**config.mk**
```make
export PLATFORM = sky130hd
export DESIGN_NAME = split_burst_resp
export DESIGN_NICKNAME = d
export VERILOG_FILES = /design/src/rtl/split_burst_resp_pkg.sv /design/src/rtl/split_burst_resp.sv
export SDC_FILE = /design/constraint.sdc
export NUM_CORES = 1
export LEC_CHECK = 0
export BUFFER_PORTS_ARGS = -buffer_cell sky130_fd_sc_hd__buf_4
export CAP_MARGIN = 20
export CORE_UTILIZATION = 58
export CTS_BUF_LIST = sky130_fd_sc_hd__clkbuf_4 sky130_fd_sc_hd__clkbuf_8
export DETAILED_ROUTE_END_ITERATION = 7
export GPL_ROUTABILITY_DRIVEN = 0
export PLACE_DENSITY = 0.95
export SYNTH_ARGS = -nofsm -noshare
export SYNTH_HDL_FRONTEND = slang
export SYNTH_SLANG_ARGS = --single-unit
```
**constraint.sdc**
```tcl
create_clock -name clk -period 4.12 [get_ports clk]
set_input_delay 0.618 -clock clk [delete_from_list [all_inputs] [get_ports clk]]
set_output_delay 0.618 -clock clk [all_outputs]
set_load 0.03 [all_outputs]
```
**src/rtl/split_burst_resp_pkg.sv**
```systemverilog
// Shared types and AXI BRESP codes for the split_burst_resp write-response expander.
package split_burst_resp_pkg;

  localparam int RESP_WIDTH    = 2;
  localparam int ERR_CNT_WIDTH = 16;

  typedef enum logic {
    IDLE   = 1'b0,
    EXPAND = 1'b1
  } state_e;

  localparam logic [RESP_WIDTH-1:0] RESP_OKAY   = 2'd0;
  localparam logic [RESP_WIDTH-1:0] RESP_EXOKAY = 2'd1;
  localparam logic [RESP_WIDTH-1:0] RESP_SLVERR = 2'd2;
  localparam logic [RESP_WIDTH-1:0] RESP_DECERR = 2'd3;

endpackage

```
**src/rtl/split_burst_resp.sv**
```systemverilog
// Re-expands one AXI B response per burst into burst_len+1 per-element acks.
// Optional error counter enabled by defining SPLIT_BURST_RESP_ERR_CNT_EN.
module split_burst_resp
  import split_burst_resp_pkg::*;
#(
  parameter int BurstLenWidth = 8,
  parameter int RespWidth     = RESP_WIDTH
) (
  input  logic                                 clk,
  input  logic                                 rst,
  input  logic [BurstLenWidth-1:0]             burst_len_dout,
  input  logic                                 burst_len_empty_n,
  output logic                                 burst_len_read,
  input  logic [RespWidth-1:0]                 resp_dout,
  input  logic                                 resp_empty_n,
  output logic                                 resp_read,
  output logic [BurstLenWidth+1+RespWidth-1:0] elem_resp_din,
  input  logic                                 elem_resp_full_n,
  output logic                                 elem_resp_write
`ifdef SPLIT_BURST_RESP_ERR_CNT_EN
  ,
  output logic [ERR_CNT_WIDTH-1:0]             err_count
`endif
);

  state_e                   state;
  logic [BurstLenWidth-1:0] remain;
  logic [BurstLenWidth-1:0] beat_idx;
  logic [RespWidth-1:0]     resp_q;

  logic load;
  logic last_beat;
  logic accept;
  logic pop;

  assign load      = burst_len_empty_n && resp_empty_n;
  assign last_beat = (remain == '0);
  assign accept    = (state == EXPAND) && elem_resp_full_n;

  // Both FIFOs always pop together; the last accepted beat may reload with no bubble.
  assign pop = !rst && load && ((state == IDLE) || (accept && last_beat));

  assign burst_len_read  = pop;
  assign resp_read       = pop;
  assign elem_resp_write = !rst && accept;
  assign elem_resp_din   = {beat_idx, last_beat, resp_q};

  always_ff @(posedge clk or posedge rst) begin
    if (rst) begin
      state    <= IDLE;
      remain   <= '0;
      beat_idx <= '0;
      resp_q   <= '0;
    end else if (pop) begin
      state    <= EXPAND;
      remain   <= burst_len_dout;
      beat_idx <= '0;
      resp_q   <= resp_dout;
    end else if (accept) begin
      if (last_beat) begin
        state <= IDLE;
      end else begin
        remain   <= remain - 1'b1;
        beat_idx <= beat_idx + 1'b1;
      end
    end
  end

`ifdef SPLIT_BURST_RESP_ERR_CNT_EN
  logic [ERR_CNT_WIDTH-1:0] err_cnt;

  // Counts popped non-OKAY responses, saturating rather than wrapping.
  always_ff @(posedge clk or posedge rst) begin
    if (rst) begin
      err_cnt <= '0;
    end else if (pop && (resp_dout != '0) && (err_cnt != '1)) begin
      err_cnt <= err_cnt + 1'b1;
    end
  end

  assign err_count = err_cnt;
`endif

endmodule

```
* Word level (Yosys, flattened, before mapping)
Cells that the tools add are included.
Operators by class: $add $sub $neg 2, equal/unequal tests 1, mux-type cells 9, bitwise operators 1, reduce and logical (&&, ||, !) cells 13
Operators by type and width (number):
- 8-bit two-way mux | 6
- 8-bit by 1-bit adder with 8-bit output, second input constant | 1
- 8-bit logical NOT | 1
- 8-bit by 1-bit subtractor with 8-bit output, second input constant | 1
- 1-bit logical AND | 6
- 2-bit AND reduction | 2
- 2-bit nonzero test | 2
- 1-bit two-way mux | 3
- 2-bit inequality test, second input constant | 1
- 1-bit logical NOT | 1
- 1-bit logical OR | 1
- 1-bit inverter | 1
Word-level totals: register bits after elaboration 19, word-level logic and storage cells 30

* Longest topological paths before layout
Gate-level depths: netlist (run 1).
word-level depth 6, depth in mapped cells 8, mapped depth without buffers 8

* Least setup slack after synthesis (run 1)
Ideal clock, no wire load.
path type register -> output, start point register remain[2], end point output port resp_read, arrival 1.738 ns, setup slack 1.764 ns, cell stages (with the launch flop) 7, path buffers 2, cells stage by stage dfrtp_1 -> or4_1 -> buf_2 -> o21ai_1 -> nand2_1 -> inv_2 -> buf_4
Between the ends: longest elaborated chain between the ends 4
RTL lines:
- start, declared | RTL line split_burst_resp.sv:27 | logic [BurstLenWidth-1:0] remain;
- start signal, assigned | RTL line split_burst_resp.sv:56 | remain <= burst_len_dout;
- start signal, assigned | RTL line split_burst_resp.sv:63 | remain <= remain - 1'b1;
- 8-bit logical NOT | RTL line split_burst_resp.sv:37 | assign last_beat = (remain == '0);
- 1-bit logical AND | RTL line split_burst_resp.sv:41 | assign pop = !rst && load && ((state == IDLE) || (accept && last_beat));
- 1-bit logical OR | RTL line split_burst_resp.sv:41
- 1-bit logical AND | RTL line split_burst_resp.sv:41
- end, declared | RTL line split_burst_resp.sv:16 | output logic resp_read,
Every way passes these cells.

* Final worst setup path (run 1)
Ends and elaborated chain as after synthesis.

==> impl_metrics.env, run 1 <==
export IMPL_status="complete, no violations"
export IMPL_wire_per_inst_um=15.2
export IMPL_cts_hold_buf=0
export IMPL_yosys_area_top_type="dfrtp_1"
export IMPL_dieWidth_um=46.1
export IMPL_syn_nets=144
export IMPL_grt_usage=0.287
export IMPL_grt_pass1_wl_um=4310
export IMPL_cts_root_buf="clkbuf_4"
export IMPL_synth_seq_cells=19
export IMPL_cts_buffers=3
export IMPL_hold_path_class="in2async"
export IMPL_synthSimpleGateAreaFrac=0.260
export IMPL_leakage_nw=0.600
export IMPL_synthAdderAreaFrac=0.0332
export IMPL_whs_ns=0.448
export IMPL_dpl_hpwl_um=1950
export IMPL_slew_headroom=0.497
export IMPL_critPathArrivalTime_ns=2.39
export IMPL_synth_area_um2=1130
export IMPL_routed_wl_um=2690
export IMPL_yosysSeqAreaShare=0.421
export IMPL_cp_max_fo=12
export IMPL_path_clk_slew_ns=0.11
export IMPL_die_area_um2=2130
export IMPL_worstSkewPairLatency_ns=0.30
export IMPL_drt_initial_drc_count=27
export IMPL_rsz0062_at_grt="no"
export IMPL_syn_to_final_growth_pct=20.3
export IMPL_clock_sinks=19
export IMPL_rrSetupSlack_ns=1.75
export IMPL_placed_area_um2=1330
export IMPL_synthDistinctLibCells=43
export IMPL_ir_worst_vdd_mv=0.436
export IMPL_antennaDiodeCount=0
export IMPL_period_share=0.730
export IMPL_cts_max_level=1
export IMPL_power_density_nw_per_um2=640
export IMPL_tightest_slew_ns=0.754
export IMPL_worstSetupStartpointType="flip-flop"
export IMPL_synth_top_flop_cell="dfrtp_1"
export IMPL_synth_xor_area_frac=0.00775
export IMPL_required_ns=3.50
export IMPL_layout_drive_gt1_share=0.270
export IMPL_synth_area_leaders="dfrtp_1 42%, nand2_1 5.6%, nor2_1 4.3%"
export IMPL_max_freq_mhz=333
export IMPL_synth_top_family_by_area="simple AND/OR/NAND/NOR gates"
export IMPL_core_area_um2=1780
export IMPL_clk_path_buf_depth=2
export IMPL_detail_route_antenna_nets=0
export IMPL_nets=171
export IMPL_grt_start_max_net_pins=21
export IMPL_synth_edf_count=0
export IMPL_num_vias=1063
export IMPL_fp_row_count=15
export IMPL_ctsResizeCount=0
export IMPL_slowest_delay_ns=0.68
export IMPL_grt_pass1_vias=983
export IMPL_synth_area_per_cell_um2=8.97
export IMPL_drv_slew=0
export IMPL_synth_most_common_cell="dfrtp_1"
export IMPL_netlist_top_cells_count="19 x dfrtp_1, 17 x nand2_1, 13 x nor2_1"
export IMPL_muxShareOfSynthArea=0
export IMPL_final_area_um2=1360
export IMPL_synth_compound_area_share=0.224
export IMPL_setup_tns_ns=0
export IMPL_hold_viol_final=0
export IMPL_antenna_found_initial=0
export IMPL_critical_path_class="reg2out"
export IMPL_slowest_stage="or4_1"
export IMPL_setup_viol=0
export IMPL_grt_overflow_total=0
export IMPL_initial_core_util=0.634
export IMPL_synth_warnings=0
export IMPL_first_pass_iters=4
export IMPL_cts_tree="done"
export IMPL_die_h_um=46.1
export IMPL_endpoint_kind="output pin"
export IMPL_synthCells=126
export IMPL_via_per_inst=6.01
export IMPL_portBuffers=28
export IMPL_ys_async_sr_fraction=1.00
export IMPL_worstPathCellList="or4_1 > o21ai_1 > nand2_1 > inv_2 > buf_4"
export IMPL_drc=0
export IMPL_fin_crit_ns=3.01
export IMPL_io_pins=29
export IMPL_synth_top_area_share=0.421
export IMPL_fin_skew_ns=0.00386
export IMPL_cts_setup_buffers=0
export IMPL_cap_violations=0
-- state kept, by name, indices dropped and copies added, names as in the netlist --
name / count
state: 1
beat_idx: 8
resp_q: 2
remain: 8
-- cells in the final DEF, fill, tap and decap left out, types with 2 or more instances in the layout --
| cell type | n |
|---|---|
| o21ai_0 | 8 |
| o21ai_2 | 2 |
| o311ai_0 | 2 |
| ha_1 | 3 |
| nor2b_1 | 2 |
| nand4_1 | 2 |
| a211oi_1 | 2 |
| buf_4 | 28 |
| clkbuf_4 | 4 |
| a21oi_1 | 3 |
| a21oi_2 | 2 |
| inv_1 | 4 |
| nand3_1 | 7 |
| or3_1 | 2 |
| and3_1 | 2 |
| nor3_1 | 4 |
| nor4_1 | 2 |
| o31ai_1 | 3 |
| nand2_1 | 17 |
| nor2_1 | 13 |
| dfrtp_1 | 19 |
| o21a_1 | 2 |
-- per-stage QoR --
step | util | total power [mW] | setup WS [ns] | std cells
after global placement | 0.745 | 0.738 | 1.51 | 173
after detailed placement | 0.745 | 0.760 | 1.46 | 173
final | 0.762 | 0.869 | 1.11 | 177
after CTS | 0.762 | 0.867 | 1.11 | 177
after global routing | 0.762 | 0.922 | 0.996 | 177
after floorplan | - | 0.626 | 1.76 | 126
-- power by group --
part	internal, mW	switching, mW	leakage [nW]
Clock	0.0444	0.0612	0.0184
Combinational	0.166	0.238	0.350
Sequential	0.267	0.0927	0.232
-- logic make-up after synthesis --
logic type / Yosys count
xor+xnor: 1
buf+inv: 11
simple gates: 59
compound gates: 33
fa+ha+maj: 3
flops: 19
-- final timing paths --
path	from	to	cells past startpoint
hold reg to reg	resp_q[0]	resp_q[0]	2
max in group asynchronous	rst	remain[4]	2
min in group clk	resp_q[0]	resp_q[0]	2
setup reg to reg	remain[0]	beat_idx[6]	7
setup / recovery	remain[2]	resp_read	5
hold / removal	rst	beat_idx[0]	2
-- metal layers --
layer,part of all wire,track usage,wire length [um],vias to the layer above
met1,0.42,0.372,1130,493
met5,0,0,0,-
met2,0.49,0.451,1310,49
li1,-,-,-,510
met4,0.027,0.165,72,0
met3,0.067,0.0510,179,11
-- layout make-up --
| type | count | area (um^2) |
|---|---|---|
| Clock buffer | 4 | 30.0 |
| Tap cell | 25 | 31.3 |
| Multi-Input combinational cell | 96 | 593 |
| Fill cell | 128 | 424 |
| Inverter | 5 | 18.8 |
| Sequential cell | 19 | 475 |
| Timing Repair Buffer | 28 | 210 |
-- worst max-delay path: cells and delay by family, from the launching register on --
kind | cells | cell delay (ns)
buffers and inverters | 2 | 0.48
AND/OR/NAND/NOR | 2 | 0.96
AO/OA/AOI/OAI | 1 | 0.21
flip-flops | 1 | 0.43
(Power assumes the default switching activity.)
==> run 2, diff against run 1 <==
Settings changed: ABC_AREA set to 1, CORE_UTILIZATION 58 to 55, PLACE_DENSITY 0.95 to 0.92.
Clock period 4.12 ns to 3 ns, I/O delays scaled along.
==> impl_metrics.env, run 2 <==
export IMPL_portBuffers=28
export IMPL_cts_setup_buffers=0
export IMPL_clock_sinks=19
export IMPL_syn_nets=189
export IMPL_setup_tns_ns=0
export IMPL_synth_area_um2=1220
export IMPL_grt_overflow_total=0
export IMPL_dpl_hpwl_um=2050
export IMPL_hold_path_class="in2async"
export IMPL_cap_violations=0
export IMPL_yosys_area_top_type="dfrtp_1"
export IMPL_synth_warnings=0
export IMPL_top_regs="beat_idx (8), remain (8), resp_q (2)"
export IMPL_cts_tree="done"
export IMPL_hold_viol_final=0
export IMPL_fin_crit_ns=2.56
export IMPL_antenna_found_initial=0
export IMPL_detail_route_antenna_nets=0
export IMPL_initial_core_util=0.603
export IMPL_synth_seq_cells=19
export IMPL_fin_skew_ns=0.00167
export IMPL_syn_to_final_growth_pct=19.2
export IMPL_synthDistinctLibCells=26
export IMPL_worstSetupStartpointType="flip-flop"
export IMPL_grt_start_max_net_pins=20
export IMPL_cts_hold_buf=0
export IMPL_clk_path_buf_depth=2
export IMPL_grt_usage=0.258
export IMPL_ctsResizeCount=0
export IMPL_num_vias=1188
export IMPL_critical_path_class="reg2out"
export IMPL_grt_pass1_wl_um=4750
export IMPL_fp_row_count=16
export IMPL_routed_wl_um=2800
export IMPL_drv_slew=0
export IMPL_synth_top_family_by_area="simple AND/OR/NAND/NOR gates"
export IMPL_yosysSeqAreaShare=0.390
export IMPL_via_per_inst=5.26
export IMPL_final_common_cell="nand2_1"
export IMPL_die_h_um=49.1
export IMPL_critPathArrivalTime_ns=2.11
export IMPL_worstSkewPairLatency_ns=0.30
export IMPL_netlist_top_cells_count="69 x nand2_1, 19 x dfrtp_1, 18 x nand3_1"
export IMPL_ys_async_sr_fraction=1.00
export IMPL_endpoint_kind="output pin"
export IMPL_nets=218
export IMPL_synth_area_leaders="dfrtp_1 39%, nand2_1 21%, nand3_1 7.4%"
export IMPL_setup_slack_ns=0.440
export IMPL_dieWidth_um=49.1
export IMPL_synthAdderAreaFrac=0.0308
export IMPL_synth_most_common_cell="nand2_1"
export IMPL_leakage_nw=0.809
export IMPL_drc=0
export IMPL_final_cell_mix="69 x nand2_1, 29 x buf_4, 19 x dfrtp_1, 18 x nand3_1, 13 x inv_1"
export IMPL_cts_root_buf="clkbuf_4"
export IMPL_synth_edf_count=0
export IMPL_antennaDiodeCount=0
export IMPL_slew_headroom=0.666
export IMPL_layout_drive_gt1_share=0.231
export IMPL_status="complete, no violations"
export IMPL_synth_compound_area_share=0.0697
export IMPL_grt_pass1_vias=1129
export IMPL_core_area_um2=2020
export IMPL_dp_slack_ns=0.801
export IMPL_max_freq_mhz=391
export IMPL_rsz0062_at_grt="no"
export IMPL_path_clk_slew_ns=0.11
export IMPL_synth_top_flop_cell="dfrtp_1"
export IMPL_synth_top_area_share=0.390
export IMPL_ir_worst_vdd_mv=0.721
export IMPL_synthSimpleGateAreaFrac=0.408
export IMPL_power_density_nw_per_um2=904
export IMPL_setup_viol=0
export IMPL_io_pins=29
export IMPL_period_share=0.853
export IMPL_synth_area_per_cell_um2=7.13
export IMPL_tightest_slew_ns=0.501
export IMPL_synthCells=171
export IMPL_rr_worst_depth=9
export IMPL_first_pass_iters=4
export IMPL_cts_max_level=1
export IMPL_drt_initial_drc_count=35
export IMPL_synth_xor_area_frac=0.0215
export IMPL_muxShareOfSynthArea=0
export IMPL_cts_buffers=3
export IMPL_required_ns=2.55
export IMPL_cp_max_fo=16
export IMPL_die_area_um2=2410
export IMPL_wire_per_inst_um=12.4
[run 2: cell count changes after synthesis, moves of 3 or more]
| cell | delta |
|---|---|
| nand2_1 | +52 |
| inv_1 | +9 |
| nor3_1 | -4 |
| nand3_1 | +11 |
| nand2_2 | +3 |
| o31ai_1 | -3 |
[run 2: worst max-delay path, cell delays in order (launching register included)]
cell     delay (ns)
dfrtp_1        0.41
inv_1          0.10
ha_1           0.15
nand2_1        0.07
o21ai_2        0.41
nand2_2        0.32
inv_2          0.17
buf_4          0.17
[run 2: cells by family (layout without fill, tap and decap cells)]
kind of cell,after synthesis,count (layout)
and+or+nand+nor,113,113
AOI/OAI and AO/OA,14,14
DFF,19,19
adders and majority gates,3,3
xor gates and xnor gates,3,3
buffers and inverters,19,47
[run 2: routing by layer]
metal | vias to the layer above | global-route usage | part of all wire | routed length, um
li1 | 597 | - | - | -
met1 | 547 | 0.301 | 0.44 | 1220
met2 | 42 | 0.452 | 0.51 | 1430
met3 | 2 | 0.0405 | 0.046 | 130
met4 | 0 | 0.132 | 0.0046 | 13
met5 | - | 0 | 0 | 0
[run 2: cell type report]
cell class / count / area (um^2)
Multi-Input combinational cell: 133 / 647
Fill cell: 169 / 568
Sequential cell: 19 / 475
Timing Repair Buffer: 29 / 218
Inverter: 14 / 52.6
Tap cell: 27 / 33.8
Clock buffer: 3 / 22.5
Clock inverter: 1 / 5.00
[run 2: stage by stage]
step | power (mW) | std cells | hold WS (ns) | cell area, um^2 | util
final | 1.31 | 226 | 0.216 | 1450 | 0.719
after global routing | 1.44 | 226 | 0.220 | 1450 | 0.719
after CTS | 1.31 | 226 | 0.214 | 1450 | 0.719
after detailed placement | 1.18 | 222 | 0.475 | 1430 | 0.705
after global placement | 1.14 | 222 | 0.467 | 1430 | 0.705
after floorplan | 1.00 | 171 | 0.417 | 1220 | -
[run 2: worst paths after layout]
check | startpoint | endpoint | slack, ns
max | remain[0] | resp_read | 0.44
min | rst | remain[6] | 0.22
max reg2reg | remain[0] | remain[1] | 1.12
min reg2reg | resp_q[1] | resp_q[1] | 0.50
max in group asynchronous | rst | beat_idx[6] | 2.58
min in group clk | resp_dout[0] | resp_q[0] | 0.35
[run 2: where the power goes]
part           internal [mW]  switching, mW
combinational          0.272          0.449
sequential             0.351          0.110
clock                 0.0497         0.0822
==> run 3, diff against run 2 <==
--- a/config.mk
+++ b/config.mk
@@ -9,9 +9,8 @@
 export BUFFER_PORTS_ARGS = -buffer_cell sky130_fd_sc_hd__buf_4
 export CAP_MARGIN = 20
-export CORE_UTILIZATION = 55
-export CTS_BUF_LIST = sky130_fd_sc_hd__clkbuf_4 sky130_fd_sc_hd__clkbuf_8
+export CORE_UTILIZATION = 52
 export DETAILED_ROUTE_END_ITERATION = 7
 export GPL_ROUTABILITY_DRIVEN = 0
-export PLACE_DENSITY = 0.92
+export PLACE_DENSITY = 0.88
 export SYNTH_ARGS = -nofsm -noshare
 export SYNTH_HDL_FRONTEND = slang
==> constraint.sdc (replaced) <==
create_clock -name clk -period 3 [get_ports clk]
set_input_delay 0.6 -clock clk [delete_from_list [all_inputs] [get_ports clk]]
set_output_delay 0.6 -clock clk [all_outputs]
set_load 0.03 [all_outputs]
==> impl_metrics.env, run 3 (same netlist as run 2, synthesis figures left out) <==
export IMPL_status="complete, no violations"
export IMPL_syn_to_final_growth_pct=19.2
export IMPL_antenna_found_initial=0
export IMPL_setup_tns_ns=0
export IMPL_grt_overflow_total=0
export IMPL_ctsResizeCount=0
export IMPL_die_area_um2=2540
export IMPL_cts_buffers=3
export IMPL_cts_hold_buf=0
export IMPL_portBuffers=28
export IMPL_final_area_um2=1450
export IMPL_critPathArrivalTime_ns=2.10
export IMPL_wire_per_inst_um=11.7
export IMPL_cts_tree="done"
export IMPL_setup_viol=0
export IMPL_dp_slack_ns=0.618
export IMPL_setup_slack_ns=0.300
export IMPL_num_vias=1172
export IMPL_rsz0062_at_grt="no"
export IMPL_max_freq_mhz=370
export IMPL_grt_start_max_net_pins=20
export IMPL_rr_worst_depth=9
export IMPL_placedCellCount=223
export IMPL_tightest_slew_ns=0.459
export IMPL_path_clk_slew_ns=0.11
export IMPL_nets=218
export IMPL_hold_viol_final=0
export IMPL_dieWidth_um=50.4
export IMPL_total_power_mw=1.30
export IMPL_antennaDiodeCount=0
export IMPL_cts_setup_buffers=0
export IMPL_cp_max_fo=16
export IMPL_drv_slew=0
export IMPL_grt_usage=0.238
export IMPL_detail_route_antenna_nets=0
export IMPL_final_common_cell="nand2_1"
export IMPL_drc=0
export IMPL_final_cell_mix="69 x nand2_1, 29 x buf_4, 19 x dfrtp_1, 18 x nand3_1, 13 x inv_1"
export IMPL_slew_headroom=0.694
export IMPL_routed_wl_um=2660
export IMPL_worstSetupStartpointType="flip-flop"
export IMPL_via_per_inst=5.16
export IMPL_required_ns=2.40
export IMPL_top_regs="beat_idx (8), remain (8), resp_q (2)"
export IMPL_die_h_um=50.4
export IMPL_endpoint_kind="output pin"
export IMPL_grt_pass1_wl_um=4500
export IMPL_fin_skew_ns=0.00459
export IMPL_power_density_nw_per_um2=897
export IMPL_clock_sinks=19
export IMPL_finalNonFillerCells=227
export IMPL_drt_initial_drc_count=21
export IMPL_leakage_nw=0.806
export IMPL_cts_max_level=1
export IMPL_cts_root_buf="clkbuf_4"
export IMPL_core_area_um2=2210
export IMPL_initial_core_util=0.551
export IMPL_hold_path_class="in2async"
export IMPL_fin_crit_ns=2.70
export IMPL_grt_pass1_vias=1082
export IMPL_critical_path_class="reg2out"
export IMPL_cap_violations=0
export IMPL_ir_worst_vdd_mv=0.669
export IMPL_fp_row_count=17
export IMPL_dpl_hpwl_um=2000
export IMPL_clk_path_buf_depth=2
export IMPL_worstSkewPairLatency_ns=0.30
export IMPL_placed_area_um2=1430
export IMPL_io_pins=29
export IMPL_first_pass_iters=4
export IMPL_layout_drive_gt1_share=0.226
export IMPL_period_share=0.900
## run 3: changes by cell type in the layout (fill, tap and decap cells not counted), sizes merged
| cell | delta |
|---|---|
| clkbuf | +1 |
| clkinv | -1 |
## run 3: critical path, stage by stage (launching register included)
cell and delay, ns:
dfrtp_1 0.41, inv_1 0.11, ha_1 0.16, nand2_1 0.07, o21ai_2 0.40, nand2_2 0.31
inv_2 0.16, buf_4 0.17
## run 3: where the power goes
group	switching [mW]	total [mW]	internal, mW
logic	0.440	0.712	0.272
clock network	0.0785	0.130	0.0518
registers	0.110	0.461	0.351
total	0.628	1.30	0.676
## run 3: final cells by class
class	count	area, um^2
inverter	14	52.6
clock buffer	4	26.3
fill	198	758
tap	28	35.0
sequential	19	475
timing repair buffer	29	218
multi-input combinational	133	647
## run 3: through the flow
step | hold WS, ns | util
2_1_floorplan | 0.471 | -
6_report | 0.364 | 0.657
3_5_place_dp | 0.467 | 0.645
4_1_cts | 0.359 | 0.657
5_1_grt | 0.386 | 0.657
3_3_place_gp | 0.467 | 0.645
## run 3: worst paths after layout
check / endpoint / slack (ns) / startpoint
max: resp_read / 0.30 / remain[0]
min: state / 0.36 / rst
max reg2reg: remain[3] / 1.14 / remain[0]
min reg2reg: resp_q[1] / 0.49 / resp_q[1]
max in group asynchronous: beat_idx[5] / 2.43 / rst
min in group clk: resp_q[1] / 0.48 / resp_dout[1]
## run 3: metal layers
layer / share of wire / track usage / wire length [um] / vias up
met3: 0.053 / 0.0394 / 140 / 6
li1: - / - / - / 593
met4: 0.021 / 0.120 / 56 / 0
met1: 0.42 / 0.258 / 1120 / 534
met5: 0 / 0 / 0 / -
met2: 0.51 / 0.440 / 1340 / 39
